[config.mk]
export PLATFORM = sky130hd
export DESIGN_NAME = mem_arbiter
export DESIGN_NICKNAME = d
export VERILOG_FILES = /design/src/rtl/mem_arbiter.sv
export SDC_FILE = /design/constraint.sdc
export NUM_CORES = 1
export LEC_CHECK = 0
export CORE_AREA = 2 2 86 88
export CTS_BUF_LIST = sky130_fd_sc_hd__clkbuf_16
export DETAILED_ROUTE_END_ITERATION = 6
export DIE_AREA = 0 0 88 90
export GPL_TIMING_DRIVEN = 0
export PLACE_DENSITY = 0.85
export SYNTH_ARGS = -nofsm -noshare
export SYNTH_HDL_FRONTEND = slang
export SYNTH_SLANG_ARGS = --single-unit
[constraint.sdc]
create_clock -name clk -period 3.35 [get_ports clk]
set_input_delay 0.335 -clock clk [delete_from_list [all_inputs] [get_ports clk]]
set_output_delay 0.335 -clock clk [all_outputs]
set_load 0.01 [all_outputs]
[src/rtl/mem_arbiter.sv]
// Arbitrates the shared 16-bit memory port between the CPU and a DMA requester.
// Define MEM_ARB_STARVE_GUARD_EN to force DMA through after STARVE_LIMIT CPU grants.
module mem_arbiter #(
    parameter int WAIT_STATES  = 1,
    parameter int STARVE_LIMIT = 3
) (
    input  logic        clk,
    input  logic        reset,
    input  logic        cpu_req,
    input  logic        cpu_we,
    input  logic [15:0] cpu_addr,
    input  logic [15:0] cpu_wdata,
    output logic        cpu_stall,
    output logic [15:0] cpu_rdata,
    input  logic        dma_req,
    input  logic        dma_we,
    input  logic [15:0] dma_addr,
    input  logic [15:0] dma_wdata,
    output logic        dma_ack,
    output logic [15:0] dma_rdata,
    output logic        mem_en,
    output logic        mem_we,
    output logic [15:0] mem_addr,
    output logic [15:0] mem_wdata,
    input  logic [15:0] mem_rdata
);
    typedef enum logic [1:0] {IDLE, CPU_ACC, DMA_ACC} state_t;

    localparam logic [2:0] WS_LAST = WAIT_STATES[2:0];

    state_t     state;
    logic [2:0] cnt;
    logic       force_dma;
    logic       grant_cpu;
    logic       grant_dma;

`ifdef MEM_ARB_STARVE_GUARD_EN
    localparam logic [3:0] STARVE_MAX = STARVE_LIMIT[3:0];

    logic [3:0] starve;

    assign force_dma = dma_req && (starve == STARVE_MAX);

    // Only grants count; DMA waiting through a long CPU access costs one step.
    always_ff @(posedge clk) begin
        if (reset) begin
            starve <= 4'd0;
        end else if (grant_dma) begin
            starve <= 4'd0;
        end else if (grant_cpu && dma_req && (starve < STARVE_MAX)) begin
            starve <= starve + 4'd1;
        end
    end
`else
    assign force_dma = 1'b0;
`endif

    assign grant_cpu = (state == IDLE) && cpu_req && !force_dma;
    assign grant_dma = (state == IDLE) && dma_req && (!cpu_req || force_dma);

    assign cpu_stall = cpu_req && !((state == CPU_ACC) && (cnt == WS_LAST));
    assign cpu_rdata = mem_rdata;

    always_ff @(posedge clk) begin
        if (reset) begin
            state     <= IDLE;
            cnt       <= 3'd0;
            mem_en    <= 1'b0;
            mem_we    <= 1'b0;
            mem_addr  <= 16'd0;
            mem_wdata <= 16'd0;
            dma_ack   <= 1'b0;
            dma_rdata <= 16'd0;
        end else begin
            dma_ack <= 1'b0;
            case (state)
                IDLE: begin
                    if (grant_cpu || grant_dma) begin
                        state     <= grant_cpu ? CPU_ACC : DMA_ACC;
                        cnt       <= 3'd0;
                        mem_en    <= 1'b1;
                        mem_we    <= grant_cpu ? cpu_we    : dma_we;
                        mem_addr  <= grant_cpu ? cpu_addr  : dma_addr;
                        mem_wdata <= grant_cpu ? cpu_wdata : dma_wdata;
                    end
                end
                default: begin
                    if (cnt == WS_LAST) begin
                        state  <= IDLE;
                        mem_en <= 1'b0;
                        mem_we <= 1'b0;
                        if (state == DMA_ACC) begin
                            dma_ack <= 1'b1;
                            if (!mem_we) dma_rdata <= mem_rdata;
                        end
                    end else begin
                        cnt <= cnt + 3'd1;
                    end
                end
            endcase
        end
    end
endmodule

# After elaboration in Yosys (flattened, before gate mapping)
# Index checks and enable logic that the tools add are counted.
[word_totals] output_inout_bits=68 in_bits=86 mem_bits_rw=0 regBits=56 mem_count=0 latch_bits=0 romBits=0 wordCells=48
[classes] shifts=0 magnitude_cmp=0 n_mul=0 eq_ne=5 n_reduce_logical=15 muxes=16 n_div=0 addsub=1 bitwise=3
[ops] operator="$mux 16" count=2
[ops] operator="$mux 3" count=3
[ops] operator="$mux 2" count=4
[ops] operator="$mux 1" count=7
[ops] operator="$reduce_and 2->1" count=3
[ops] operator="$logic_and 1x1->1" count=5
[ops] operator="$reduce_and 4->1" count=1
[ops] operator="$add 3x1->3 const B" count=1
[ops] operator="$eq 3x1->1 const B" count=1
[ops] operator="$not 1->1" count=3
[ops] operator="$reduce_or 3->1" count=1
[ops] operator="$eq 2x1->1 const B" count=1
[ops] operator="$eq 2x2->1 const B" count=1
[ops] operator="$logic_not 1->1" count=2
[ops] operator="$logic_not 2->1" count=1
[ops] operator="$ne 2x1->1 const B" count=1
[ops] operator="$ne 2x2->1 const B" count=1
[ops] operator="$reduce_bool 2->1" count=1
[ops] operator="$logic_or 1x1->1" count=1

# Longest topological paths before layout
[logic_depth] word_depth=6 mapped_depth=6

# Least setup slack after synthesis
# OpenSTA, ideal clock, no wires.
[synth_timing] path_type="reg-to-reg" startpoint="reg cnt[0]" endpoint="reg dma_rdata[10]" synth_period_minus_slack_ns=1.463 t_arrival_ns=1.392 path_stages_with_launch=6 setup_slack_ns=1.887 n_path_buf=1 required_ns=3.278 path_cell_list="dfxtp_1 > ha_1 > nand2b_4 > nor3_4 > buf_6 > mux2i_1"
[synth_via] elab_chain_cells=2
[synth_lines] element="start, declared" line="32" rtl="logic [2:0] cnt;"
[synth_lines] element="start signal, assigned" line="97" rtl="cnt <= cnt + 3'd1;"
[synth_lines] element="$eq 3x1->1" line="88" rtl="if (cnt == WS_LAST) begin"
[synth_lines] element="$reduce_and 4->1 (no line)"
[synth_lines] element="end signal, assigned" line="94" rtl="if (!mem_we) dma_rdata <= mem_rdata;"
[synth_lines] element="end, declared" line="20" rtl="output logic [15:0] dma_rdata,"
# No other way between the ends.
# A chain may end at the register's enable or synchronous reset.

# Worst setup path after layout
[layout_timing] startpoint="reg cnt[1]" endpoint="out cpu_stall"
[layout_via] elab_chain_cells=4
[layout_lines] element="$eq 3x1->1" line="61" rtl="assign cpu_stall = cpu_req && !((state == CPU_ACC) && (cnt == WS_LAST));"
[layout_lines] element="$logic_and 1x1->1" line="61"
[layout_lines] element="$logic_not 1->1" line="61"
[layout_lines] element="$logic_and 1x1->1" line="61"
[layout_lines] element="end, declared" line="13" rtl="output logic cpu_stall,"
# No other way between the ends.

==> run summary <==
The flow ran to the end, and the final reports show no timing, DRC or antenna violations. The most critical setup path has its startpoint at cnt[1]. In the global route stage, overall resource usage came out at 0.201. The worst setup slack after placement is 1.34 ns. The length in cells of the worst reg-to-reg path is 5.

The critical path goes through inv_1 -> ha_1 -> nor2b_1 -> a31oi_1 -> clkdlybuf4s50_1. The number of antenna repair diodes is 0. The die extent in x came out at 88 µm. The combinational power share came out at 0.283. The highest ir drop seen on vdd is 226 µV. The logic depth of the worst path, buffers included came out at 5. The post-synth design cell area came out at 0.00283 mm². The total power draw came out at 1.88 mW. The worst pin sits at a relative slew slack of 0.597. The area of the die is 0.00792 mm². The floorplan die height came out at 90 µm. The worst path arrival time is 1.86 ns. Setup violations remaining at the end of the flow were counted as 0. The measured slew at the worst slew-check pin is 0.605 ns. The clock insertion delay at the later pin of the skew report came out at 0.29 ns. Clock tree synthesis selected as its root buffer the cell sky130_fd_sc_hd__clkbuf_16. The worst hold path belongs to the class in2reg. Grouping stages by cell kind, the critical path spends the most delay in buffers and inverters.

The smallest hold slack came out at 0.437 ns. In the finished design, the share of the clock period the worst path needs comes to 0.656. The static leakage power came out at 1.70 nW. The cell row count is 31. The layout overhead on the synthesized area came out at 63.5%. The reg-to-reg setup timing slack came out at 1.65 ns. The register clock-pin slew on the reported worst setup and hold paths is 0.07 ns. The internal power consumption is 1.38 mW. Detailed placement finished with a half-perimeter wire length of 6290 µm.

Once detail routing completed, the nets flagged for antenna violations numbered 0. The smallest clock period supported by the final layout is computed as 2.20 ns. CTS built an H-tree with a depth of 2. After the flow finishes, the layout carries non-filler instances totaling 564. The mean instance size in the synthesized netlist is 9.20 µm². The worst setup path is captured at an output pin. After detailed routing, the number of vias per cell comes to 4.95. The number of different library cells in the post-synthesis netlist came out at 32.

For this design, the slowest cell found on the critical path is sky130_fd_sc_hd__clkdlybuf4s50_1. The remaining global-route overflow is 0. For this run, the post-layout net count is 552. The startpoint type of the worst setup path is a register.

The capturing point of the worst reg2reg path is dma_rdata[8]. The total CTS buffers is 5. Of all nets on the critical path, the largest fanout is 4. The number of global-route vias before repair is 2763. The total wirelength of the detailed-routed design is 8020 µm.

The first-pass GRT wire length is 12800 µm. The number of failing hold endpoints at the final stage is 0. The power density over the cells is 407 mW/mm².

The hold buffer count at CTS came out at 0. The number of iterations in the first detailed-routing pass came out at 4. The post-place instance area came out at 0.00445 mm². Counting both buffers and inverters, the worst setup path holds a total of 2. The fraction of layout instances using a drive strength above 1 came out at 0.116. The number of cells in the design after placement came out at 556. The number of warning messages in the yosys log is 0. For this run, the top clock speed supported by timing is 455 MHz.

The average detailed-routed wire length per instance is 14.2 µm. The routability congestion estimate from global placement is 0.782. In the synthesized netlist, the number of instances is 307. The total area inside the core boundary comes to 0.00702 mm². The initial cell density of the core came out at 0.402.

TritonCTS built the clock tree. The destination of the critical timing path is cpu_stall. The register bit count reported by yosys came out at 56. In the synthesized netlist the dominant register cell turns out to be sky130_fd_sc_hd__dfxtp_1. The share of total power dissipated in sequential elements is 0.404. The setup path with the least slack is of type reg2out. The summed negative setup slack over all endpoints is 0 ns. The clock passes through at most 2 buffers. The quantity of I/O buffers inserted on ports came out at 150. 154 I/O pins were placed.

The utilization of the core after routing is 0.658. The tree built by TritonCTS fans out to 56 sinks. The initial antenna violation count is 0.

The switching power is 504 µW. The buffer count from post-CTS setup fixing came out at 0. On the worst path, the slowest cell contributes a delay of 0.58 ns.

The number of nets in the synthesized netlist is 395. The number of maximum-capacitance constraint violations came out at 0. The number of synthesized flops with an enable pin is 0. The post-layout instance area is 0.00462 mm². The total DRC errors in the routed layout is 0. The final-report max-slew violation count is 0.

The share of the Yosys chip area taken by registers is 0.397. Setup repair after global routing left no endpoint under its margin. The clock network fraction of design power came out at 0.313. Of the total power, the share spent switching nets is 0.268. On the final layout, the worst clock skew is 0.00616 ns. The pin count of the biggest net entering global routing came out at 18.

The required arrival time at the worst endpoint is 3.01 ns. The post-layout worst setup margin came out at 1.15 ns. The startpoint identified for the worst register-to-register timing path is cnt[0]. For this run, asynchronously set or reset flops after synthesis account for 0. The number of DRC markers in iteration 0 came out at 80. The via count came out at 2791. The number of instances resized during post-cts repair is 0.
-- Yosys cell counts (2+ instances only) --
cell,instances,area [µm²]
sky130_fd_sc_hd__o21ai_0,3,15.0
sky130_fd_sc_hd__dfxtp_1,56,1120
sky130_fd_sc_hd__buf_2,13,65.1
sky130_fd_sc_hd__buf_4,16,120
sky130_fd_sc_hd__buf_1,2,7.51
sky130_fd_sc_hd__nor2_1,34,128
sky130_fd_sc_hd__ha_1,2,25.0
sky130_fd_sc_hd__inv_1,34,128
sky130_fd_sc_hd__or4_1,2,15.0
sky130_fd_sc_hd__o2bb2ai_1,30,263
sky130_fd_sc_hd__o22ai_1,3,18.8
sky130_fd_sc_hd__a221oi_2,11,165
sky130_fd_sc_hd__nand2b_1,35,219
sky130_fd_sc_hd__mux2i_1,17,170
sky130_fd_sc_hd__a221oi_1,22,193
sky130_fd_sc_hd__clkbuf_1,11,41.3
-- cell families after synthesis --
kind of cell,count (synthesis),share of synthesized area
buf+inv,78,0.133
simple gates,77,0.148
compound gates,76,0.249
flops,56,0.397
mux,18,0.0642
fa+ha+maj,2,0.00886
-- power groups by stage --
| stage | logic (mW) | clock network [mW] | registers (mW) |
|---|---|---|---|
| floorplan | 0.223 | 0 | 0.799 |
| global placement | 0.522 | 0 | 0.773 |
| detailed placement | 0.535 | 0 | 0.775 |
| CTS | 0.536 | 0.599 | 0.760 |
| global route | 0.576 | 0.620 | 0.768 |
| finish | 0.531 | 0.588 | 0.760 |
-- sequential cells by signal (all words and copies together), names as in the netlist --
register,cells
mem_we,1
dma_rdata,16
state,2
cnt,3
mem_wdata,16
mem_en,1
dma_ack,1
mem_addr,16
-- how the worst min path moves through the flow --
stage / start / end / cells past startpoint
after floorplan: cnt[1] / cnt[1] / 2
after global placement: mem_addr[5] / mem_addr[5] / 2
after detailed placement: mem_addr[6] / mem_addr[6] / 2
after CTS: reset / cnt[0] / 3
after global routing: reset / cnt[0] / 3
final: reset / cnt[0] / 3
-- per-layer routing --
metal  GRT usage  vias up  part of all wire  wire, µm
met1       0.237     1321              0.43      3440
met2       0.360       91              0.50      3980
met3      0.0395        7             0.063       506
li1            -     1372                 -         -
met4      0.0564        0             0.011        92
met5           0        -                 0         0
-- cell usage in the layout, fill, tap and decap left out, drive strengths merged, types with 16 or more instances in the layout --
cell type	netlist	final
nor2	35	35
mux2i	17	17
inv	35	35
nand2b	36	36
clkdlybuf4s50	0	150
buf	32	32
a221oi	33	33
dfxtp	56	56
o2bb2ai	30	30
clkbuf	11	16
-- worst min-delay path, stage by stage --
cell and delay, ns:
sky130_fd_sc_hd__buf_2 0.18, sky130_fd_sc_hd__nand2b_1 0.13, sky130_fd_sc_hd__o21ai_1 0.05
-- cell type report --
cell class	instances	area [µm²]
timing repair buffer	150	1500
fill	573	2400
buffer	43	245
sequential	56	1120
tap	99	124
clock buffer	5	125
inverter	35	131
multi-input combinational	173	1330
clock inverter	3	42.5
Note: power is estimated with default switching activity, not from simulation.
